<file path="config.mk">
export PLATFORM = sky130hd
export DESIGN_NAME = frame_fill_sequencer
export DESIGN_NICKNAME = d
export VERILOG_FILES = /design/src/rtl/frame_fill_sequencer.sv
export SDC_FILE = /design/constraint.sdc
export NUM_CORES = 1
export LEC_CHECK = 0
export ABC_AREA = 1
export BUFFER_PORTS_ARGS = -buffer_cell sky130_fd_sc_hd__buf_4
export CAP_MARGIN = 30
export CORE_MARGIN = 1.5
export CORE_UTILIZATION = 33
export DETAILED_ROUTE_END_ITERATION = 6
export PLACE_DENSITY = 0.5
export SYNTH_ARGS = -nofsm -noshare
export SYNTH_HDL_FRONTEND = slang
export SYNTH_SLANG_ARGS = --single-unit
</file>
<file path="constraint.sdc">
create_clock -name Clk -period 5.8 [get_ports Clk]
set_input_delay 0.58 -clock Clk [delete_from_list [all_inputs] [get_ports Clk]]
set_output_delay 0.58 -clock Clk [all_outputs]
set_load 0.005 [all_outputs]
</file>
<file path="src/rtl/frame_fill_sequencer.sv">
// Sole owner of the frame buffer write port: arbitrates full-screen clear against rectangle fill
// and streams one pixel write per cycle. Outputs are registered, so hold suppresses the next cycle's write.
module frame_fill_sequencer #(
  parameter int H_RES  = 640,
  parameter int V_RES  = 480,
  parameter int ADDR_W = 19
) (
  input  logic              Clk,
  input  logic              Reset,
  input  logic              clr_req,
  input  logic [7:0]        clr_color,
  input  logic              rect_req,
  input  logic [9:0]        rect_x,
  input  logic [9:0]        rect_y,
  input  logic [9:0]        rect_w,
  input  logic [9:0]        rect_h,
  input  logic [7:0]        rect_color,
  input  logic              hold,
  output logic              clr_ack,
  output logic              rect_ack,
  output logic              busy,
  output logic [ADDR_W-1:0] frame_wraddress,
  output logic [7:0]        frame_data,
  output logic              frame_we
);

  typedef enum logic [1:0] {IDLE, CLEAR, RECT, DONE} state_t;

  localparam logic [10:0]       H_END    = 11'(H_RES);
  localparam logic [10:0]       V_END    = 11'(V_RES);
  localparam logic [ADDR_W-1:0] ROW_STEP = ADDR_W'(H_RES);

  state_t            state_q, state_d;
  logic [9:0]        col_q, col_d, row_q, row_d, x_start_q, x_start_d;
  logic [10:0]       x_end_q, x_end_d, y_end_q, y_end_d;
  logic [ADDR_W-1:0] row_base_q, row_base_d, addr_q, addr_d;
  logic [7:0]        color_q, color_d, data_q, data_d;
  logic              is_rect_q, is_rect_d, fin_q, fin_d, we_q, we_d;
  logic              clr_ack_q, clr_ack_d, rect_ack_q, rect_ack_d, busy_q, busy_d;
  logic              issue;
  logic [10:0]       x_sum, y_sum;
  logic              rect_empty;

  assign x_sum      = {1'b0, rect_x} + {1'b0, rect_w};
  assign y_sum      = {1'b0, rect_y} + {1'b0, rect_h};
  assign rect_empty = (rect_w == 10'd0) || (rect_h == 10'd0) ||
                      ({1'b0, rect_x} >= H_END) || ({1'b0, rect_y} >= V_END);

  always_comb begin
    state_d    = state_q;
    col_d      = col_q;
    row_d      = row_q;
    x_start_d  = x_start_q;
    x_end_d    = x_end_q;
    y_end_d    = y_end_q;
    row_base_d = row_base_q;
    color_d    = color_q;
    is_rect_d  = is_rect_q;
    fin_d      = fin_q;
    addr_d     = addr_q;
    data_d     = data_q;
    we_d       = 1'b0;
    clr_ack_d  = 1'b0;
    rect_ack_d = 1'b0;
    busy_d     = 1'b1;
    issue      = 1'b0;

    case (state_q)
      IDLE: begin
        busy_d = 1'b0;
        if (clr_req) begin
          busy_d     = 1'b1;
          state_d    = CLEAR;
          is_rect_d  = 1'b0;
          color_d    = clr_color;
          col_d      = 10'd0;
          row_d      = 10'd0;
          x_start_d  = 10'd0;
          row_base_d = '0;
          x_end_d    = H_END;
          y_end_d    = V_END;
          fin_d      = 1'b0;
          issue      = ~hold;
        end else if (rect_req) begin
          busy_d     = 1'b1;
          is_rect_d  = 1'b1;
          color_d    = rect_color;
          col_d      = rect_x;
          row_d      = rect_y;
          x_start_d  = rect_x;
          // y*640 as two shifted copies of y
          row_base_d = (ADDR_W'(rect_y) << 9) + (ADDR_W'(rect_y) << 7);
          x_end_d    = (x_sum > H_END) ? H_END : x_sum;
          y_end_d    = (y_sum > V_END) ? V_END : y_sum;
          fin_d      = 1'b0;
          if (rect_empty) begin
            state_d    = DONE;
            rect_ack_d = 1'b1;
          end else begin
            state_d = RECT;
            issue   = ~hold;
          end
        end
      end
      CLEAR, RECT: begin
        if (fin_q) begin
          state_d    = DONE;
          clr_ack_d  = ~is_rect_q;
          rect_ack_d = is_rect_q;
        end else begin
          issue = ~hold;
        end
      end
      DONE: begin
        state_d = IDLE;
        busy_d  = 1'b0;
      end
      default: state_d = IDLE;
    endcase

    // col/row always name the next pixel to issue; fin marks that the last one has gone out
    if (issue) begin
      we_d   = 1'b1;
      addr_d = row_base_d + ADDR_W'(col_d);
      data_d = color_d;
      if ({1'b0, col_d} == x_end_d - 11'd1) begin
        if ({1'b0, row_d} + 11'd1 == y_end_d) fin_d = 1'b1;
        col_d      = x_start_d;
        row_d      = row_d + 10'd1;
        row_base_d = row_base_d + ROW_STEP;
      end else begin
        col_d = col_d + 10'd1;
      end
    end
  end

  always_ff @(posedge Clk or posedge Reset) begin
    if (Reset) begin
      state_q    <= IDLE;
      col_q      <= '0;
      row_q      <= '0;
      x_start_q  <= '0;
      x_end_q    <= '0;
      y_end_q    <= '0;
      row_base_q <= '0;
      color_q    <= '0;
      is_rect_q  <= 1'b0;
      fin_q      <= 1'b0;
      addr_q     <= '0;
      data_q     <= '0;
      we_q       <= 1'b0;
      clr_ack_q  <= 1'b0;
      rect_ack_q <= 1'b0;
      busy_q     <= 1'b0;
    end else begin
      state_q    <= state_d;
      col_q      <= col_d;
      row_q      <= row_d;
      x_start_q  <= x_start_d;
      x_end_q    <= x_end_d;
      y_end_q    <= y_end_d;
      row_base_q <= row_base_d;
      color_q    <= color_d;
      is_rect_q  <= is_rect_d;
      fin_q      <= fin_d;
      addr_q     <= addr_d;
      data_q     <= data_d;
      we_q       <= we_d;
      clr_ack_q  <= clr_ack_d;
      rect_ack_q <= rect_ack_d;
      busy_q     <= busy_d;
    end
  end

  assign frame_we        = we_q;
  assign frame_wraddress = addr_q;
  assign frame_data      = data_q;
  assign clr_ack         = clr_ack_q;
  assign rect_ack        = rect_ack_q;
  assign busy            = busy_q;

endmodule

</file>
## After elaboration in Yosys (flattened, before gate mapping)

Cells that the tools add are included.
Widths: inputs -> output; s select.

| storage, ports and cells | value |
|---|---|
| output and inout bits | 31 |
| input bits | 61 |
| bits in registers | 114 |
| word-level logic and storage cells | 106 |

| operators by class | value |
|---|---|
| multiplexer cells | 58 |
| bitwise logic cells | 2 |
| equal/unequal tests | 7 |
| magnitude comparators | 4 |
| add/subtract/negate cells | 9 |
| reduce and logical (&&, ||, !) cells | 10 |

Operators by type and width:

| cell | number |
|---|---|
| $mux 10 | 13 |
| $mux 19 | 5 |
| $mux 11 | 8 |
| $mux 8 | 3 |
| $add 10x10->11 | 2 |
| $mux 1 | 22 |
| $add 10x1->10 const B | 2 |
| $logic_not 10->1 | 2 |
| $add 19x10->19 | 1 |
| $add 19x10->19 const B | 1 |
| $add 19x17->19 | 1 |
| $add 10x1->11 const B | 1 |
| $eq 10x11->1 | 1 |
| $eq 11x11->1 | 1 |
| $gt 11x10->1 const B | 1 |
| $gt 11x9->1 const B | 1 |
| $sub 11x1->11 const B | 1 |
| $ge 10x10->1 const B | 1 |
| $ge 10x9->1 const B | 1 |
| $mux 2 | 3 |
| $pmux 1 s2 | 3 |
| $pmux 2 s3 | 1 |
| $eq 2x2->1 const B | 2 |
| $reduce_and 2->1 | 2 |
| 8 further kinds | 11 |

## Depth between registers and ports, before layout

| logic depth | value |
|---|---|
| word-level depth | 10 |
| mapped depth | 32 |
| mapped depth without buffers | 31 |

## Worst setup path before layout

Ideal clock, no wire load.

| timing | value |
|---|---|
| kind | register to register |
| from | register state_q[0] |
| to | register addr_q[16], in the netlist frame_wraddress[16] |
| setup slack | 1.736 ns |
| path buffers | 4 |
| cell stages (with the launch flop) | 26 |
| library setup time | 0.133 ns |
| arrival | 3.931 ns |
| cell sequence | dfrtp_1 -> inv_1 -> ha_1 -> nand2_2 -> nand2_2 -> buf_2 -> buf_2 -> clkbuf_1 -> clkbuf_1 -> nor2_1 -> ha_1 -> a21oi_1 -> inv_1 -> a31oi_1 -> o21ai_0 -> a21oi_1 -> nor2_1 -> nor2_1 -> nor2_1 -> o21ai_0 -> nand2_1 -> nand2_1 -> nor2_1 -> nand4_1 -> xor2_1 -> o21ai_0 |

| between the ends | value |
|---|---|
| cells in the longest elaborated chain, start to end | 3 |

RTL lines:

| element | RTL line | source |
|---|---|---|
| start: declaration | 33 | `state_t state_q, state_d;` |
| start signal: assignment | 156 | `state_q <= state_d;` |
| $logic_not 2->1, or another cell as far along | 68 | `case (state_q)` |
| $mux 19, or another cell as far along | 68 |  |
| $add 19x10->19 or $pmux 1 s2 (tied branches) | 124, 68 |  |
| end signal: assignment | 166 | `addr_q <= addr_d;` |
| end: declaration | 36 | `logic [ADDR_W-1:0] row_base_q, row_base_d, addr_q, addr_d;` |

Parallel ways exist; a longest one is shown, timed or not.
A chain may end at the register's enable or synchronous reset.

## Worst setup path after layout

Same ends and word-level chain as after synthesis.

==> metrics.log <==
INFO  metric power.share.clock = 23.5%
INFO  metric finalCritPeriodShare = 81.3%
INFO  metric aggregate_global_routing_overflow = 0
INFO  metric fin_util = 40.2%
INFO  metric post_synth_mux_area_share = 0%
INFO  metric crit_chain = inv_1 > ha_1 > nand2_2 > nor2_4 > inv_2 > o22ai_2 > ha_1 > inv_1 > fa_1 > inv_1 > a31oi_1 > o21ai_0 > a21oi_1 > nor2_1 > nor2_1 > nor2_1 > o21ai_0 > nand2_1 > nand2_1 > nor2_1 > nand4_1 > xor2_1 > o21ai_0
INFO  metric drc = 0
INFO  metric total_power = 4390 uW
INFO  metric reg2reg_depth = 23
INFO  metric holdCritPathClass = in2async
INFO  metric power_report.internal_total = 2430 uW
INFO  metric cts_buffer_depth = 2
INFO  metric ctsRootBufferMaster = sky130_fd_sc_hd__clkbuf_16
INFO  metric dpl.hpwl = 18200 um
INFO  metric vdd.ir_drop.worst = 0.200 mV
INFO  metric cp.required = 6.14 ns
INFO  metric synth_edf_count = 0
INFO  metric critical-path-max-stage-delay = 0.40 ns
INFO  metric grt_setup_unrepaired = no
INFO  metric drive_gt1_share = 17.3%
INFO  metric yosys.area_share.xor_xnor = 4.47%
INFO  metric worstSetupStartpointType = flop
INFO  metric synth_simple_gate_area_share = 33.8%
INFO  metric crit_family = simple AND/OR/NAND/NOR gates
INFO  metric synth_seq_cells = 114
INFO  metric synthesis.area_per_instance = 7.24 um2
INFO  metric powerDensity = 430 mW/mm2
INFO  metric synth_cell_type_count = 55
INFO  metric die-width = 164 um
INFO  metric pwr-share-comb = 49.8%
INFO  metric final_net_count = 1390
INFO  metric clock-sinks = 114
INFO  metric maximum_number_of_pins_on_one_net_before_global_route_repair = 59
INFO  metric cp_slowest_cell = sky130_fd_sc_hd__dfrtp_1
INFO  metric post_cts.resized_instances = 0
INFO  metric yosysSeqAreaShare = 33.2%
INFO  metric synth_compound_area_share = 10.2%
INFO  metric route.antenna.remaining_nets = 0
INFO  metric max-slew-margin-rel = 48.7%
INFO  metric power_leakage = 0.00539 uW
INFO  metric num_antenna_cells = 0
INFO  metric dieArea = 0.0270 mm2
INFO  metric place.port_buffers = 91
INFO  metric cp_num_cells = 23
INFO  metric area_growth_syn_to_layout = 18.8%
INFO  metric power_frac_seq = 26.7%
INFO  metric postSynthCellCount = 1188
INFO  metric r2r_end = frame_wraddress[16]
INFO  metric ioPinCount = 92
INFO  metric critPathMaxFanout = 29
INFO  metric count_of_buffering_cells_on_the_critical_path_with_inverters_included = 4
INFO  metric total_number_of_placement_rows = 58
INFO  metric grt_pass1_wl = 39700 um
INFO  metric crit-reg2reg-launch = state_q[0]
INFO  metric cts-htree-levels = 4
INFO  metric critical_path.most_common_cell = sky130_fd_sc_hd__nor2_1
INFO  metric cts_setup_buffers = 0
INFO  metric routed_wire_length_per_instance = 15.0 um
INFO  metric rrSetupSlack = 1.08 ns
INFO  metric tritoncts = built
INFO  metric first_global_vias = 7538
INFO  metric core_area = 0.0254 mm2
INFO  metric switchingPower = 1970 uW
INFO  metric synth.area.top_cells = sky130_fd_sc_hd__dfrtp_1 (33%), sky130_fd_sc_hd__nand2_1 (14%), sky130_fd_sc_hd__inv_1 (8.6%)
INFO  metric clk_pin_slew_worst_paths = 0.06 ns
INFO  metric yosys_synthesis_warning_count = 0
INFO  metric synth.net_count = 1298
INFO  metric synth_flop_cell = sky130_fd_sc_hd__dfrtp_1
INFO  metric drt_pass1_iterations = 5
INFO  metric initial_utilization = 33.8%
INFO  metric clk_latency = 0.43 ns
INFO  metric fmax = 212 MHz
INFO  metric grt_antenna_before_repair = 0
INFO  metric dr_total_vias = 7711
INFO  metric mappedNetlistArea = 0.00860 mm2
INFO  metric setup_violations = 0
INFO  metric synthDominantAreaCellType = sky130_fd_sc_hd__dfrtp_1
INFO  metric post_drt_via_cell_ratio = 4.75
INFO  metric number_of_endpoints_with_negative_hold_slack_in_the_final_report = 0
INFO  metric worst_slew_pin_slew = 0.769 ns
INFO  metric outcome = finished, final reports clean
INFO  metric grt.total_usage = 19.0%
INFO  metric timing.final.max_slew_violations = 0
INFO  metric setup.worst_path.class = reg2reg
INFO  metric largest_family_of_logic_cells_by_synthesized_area = simple AND/OR/NAND/NOR gates
INFO  metric maxcap_viol_count = 0
INFO  metric route.final.wire_length = 24300 um
INFO  metric num_cts_buffers = 17
INFO  metric yosys.area_share.adder = 7.48%
INFO  metric drtIter0Drc = 441
INFO  metric fraction_of_post_synthesis_cell_area_in_the_top_cell_type_by_area = 33.2%
INFO  metric cp.arrival = 5.06 ns
INFO  metric swShare = 44.8%
INFO  metric die_h = 164 um
INFO  metric setup_total_negative_slack = 0 ns
INFO  metric synth-async-reset-ratio = 100%
INFO  metric hold_buffers = 0
INFO  metric fin_worst_skew = 0.0140 ns
INFO  metric end_kind = flop
INFO  metric post-route-min-period = 4.72 ns
INFO  metric fillCellCount = 2673
INFO  metric finalWeightedCongestion = 0.849
## cell usage in the layout (no fill, tap or decap), types with 5 or more instances in the layout
cell and instances:
sky130_fd_sc_hd__nand4_1 29, sky130_fd_sc_hd__nand3_2 10, sky130_fd_sc_hd__inv_2 13, sky130_fd_sc_hd__nand2_4 8, sky130_fd_sc_hd__nor4_1 8, sky130_fd_sc_hd__o22ai_2 8, sky130_fd_sc_hd__o21ai_0 48, sky130_fd_sc_hd__nand2_2 14
sky130_fd_sc_hd__nand3_1 64, sky130_fd_sc_hd__nor2_8 5, sky130_fd_sc_hd__nor2_1 86, sky130_fd_sc_hd__a21oi_1 38, sky130_fd_sc_hd__xor2_1 36, sky130_fd_sc_hd__nor2_2 8, sky130_fd_sc_hd__inv_1 197, sky130_fd_sc_hd__nor2_4 5
sky130_fd_sc_hd__nor3_1 14, sky130_fd_sc_hd__or2_0 5, sky130_fd_sc_hd__o22ai_1 25, sky130_fd_sc_hd__or2_2 6, sky130_fd_sc_hd__xnor2_1 6, sky130_fd_sc_hd__inv_6 7, sky130_fd_sc_hd__buf_4 98, sky130_fd_sc_hd__dfrtp_1 114
sky130_fd_sc_hd__nand2_1 312, sky130_fd_sc_hd__clkbuf_16 17, sky130_fd_sc_hd__ha_1 45, sky130_fd_sc_hd__o21ai_1 8, sky130_fd_sc_hd__nand3b_1 8
## Yosys cell counts, types with 2 or more instances
master / count
sky130_fd_sc_hd__a21o_1: 2
sky130_fd_sc_hd__a21oi_1: 38
sky130_fd_sc_hd__a21oi_2: 2
sky130_fd_sc_hd__a22oi_1: 3
sky130_fd_sc_hd__and2_1: 2
sky130_fd_sc_hd__buf_1: 3
sky130_fd_sc_hd__buf_2: 4
sky130_fd_sc_hd__buf_6: 4
sky130_fd_sc_hd__clkbuf_1: 15
sky130_fd_sc_hd__dfrtp_1: 114
sky130_fd_sc_hd__fa_1: 4
sky130_fd_sc_hd__ha_1: 45
sky130_fd_sc_hd__inv_1: 198
sky130_fd_sc_hd__inv_2: 13
sky130_fd_sc_hd__nand2_1: 312
sky130_fd_sc_hd__nand2_2: 14
sky130_fd_sc_hd__nand2_4: 8
sky130_fd_sc_hd__nand2_8: 2
sky130_fd_sc_hd__nand3_1: 65
sky130_fd_sc_hd__nand3_2: 9
sky130_fd_sc_hd__nand3_4: 2
sky130_fd_sc_hd__nand3b_1: 8
sky130_fd_sc_hd__nand4_1: 29
sky130_fd_sc_hd__nand4_2: 2
sky130_fd_sc_hd__nor2_1: 86
sky130_fd_sc_hd__nor2_2: 8
sky130_fd_sc_hd__nor2_4: 5
sky130_fd_sc_hd__nor2_8: 5
sky130_fd_sc_hd__nor3_1: 14
sky130_fd_sc_hd__nor4_1: 8
sky130_fd_sc_hd__o211ai_1: 4
sky130_fd_sc_hd__o21ai_0: 48
sky130_fd_sc_hd__o21ai_1: 8
sky130_fd_sc_hd__o21bai_1: 3
sky130_fd_sc_hd__o22ai_1: 25
sky130_fd_sc_hd__o22ai_2: 8
sky130_fd_sc_hd__or2_0: 5
sky130_fd_sc_hd__or2_2: 6
sky130_fd_sc_hd__xnor2_1: 6
sky130_fd_sc_hd__xor2_1: 36
## through the flow
stage                     std cells  area [um2]  setup slack, ns  hold slack, ns
after floorplan                1188        8600             1.74           0.422
after global placement         1591        9640             1.08           0.453
after detailed placement       1591        9640             1.07           0.466
after CTS                      1623       10200             1.03           0.322
after global routing           1623       10200            0.379           0.361
final                          1623       10200             1.08           0.295
## logic make-up (layout without fill, tap and decap cells)
group	after synthesis	count (layout)
adders and majority gates	49	49
xor gates and xnor gates	43	43
AOI/OAI and AO/OA	147	147
and+or+nand+nor	596	596
buffers and inverters	239	344
DFF	114	114
## registers in the layout, indices dropped and copies added (netlist names)
| signal | flops |
|---|---|
| col_q | 10 |
| y_end_q | 11 |
| frame_wraddress | 19 |
| color_q | 8 |
| frame_data | 8 |
| fin_q | 1 |
| x_end_q | 11 |
| row_base_q | 19 |
| frame_we | 1 |
| rect_ack | 1 |
| state_q | 2 |
| clr_ack | 1 |
| row_q | 10 |
| is_rect_q | 1 |
| x_start_q | 10 |
| busy | 1 |
## power by group through the flow
stage	Sequential, uW	Clock (uW)	Combinational (uW)
3_5_place_dp	1180	0	2180
6_report	1170	1030	2190
3_3_place_gp	1180	0	2180
2_1_floorplan	1170	0	1550
5_1_grt	1200	1090	2490
4_1_cts	1170	1060	2200
## worst max-delay path by stage
stage / from / end / slack [ns]
after detailed placement: state_q[1] / frame_wraddress[16] / 1.07
final: state_q[0] / frame_wraddress[16] / 1.08
after global routing: state_q[0] / frame_wraddress[16] / 0.38
after global placement: state_q[0] / frame_wraddress[16] / 1.08
after CTS: state_q[0] / frame_wraddress[16] / 1.03
after floorplan: state_q[0] / frame_wraddress[16] / 1.74
## final cells by class
| type | instances | area, um2 | share of cell area, % |
|---|---|---|---|
| tap | 330 | 413 | 4.04 |
| timing repair buffer | 99 | 756 | 7.40 |
| clock buffer | 17 | 425 | 4.17 |
| inverter | 213 | 805 | 7.88 |
| sequential | 114 | 2850 | 27.9 |
| multi-input combinational | 835 | 4810 | 47.2 |
| clock inverter | 15 | 145 | 1.42 |
## layer usage
layer,track usage (%),share of wire (%),up-vias
li1,-,-,3986
met3,3.01,4.0,31
met2,30.0,45,155
met5,0,0,-
met4,5.94,2.0,0
met1,26.7,49,3539
Power figures use the tool's default switching activity.
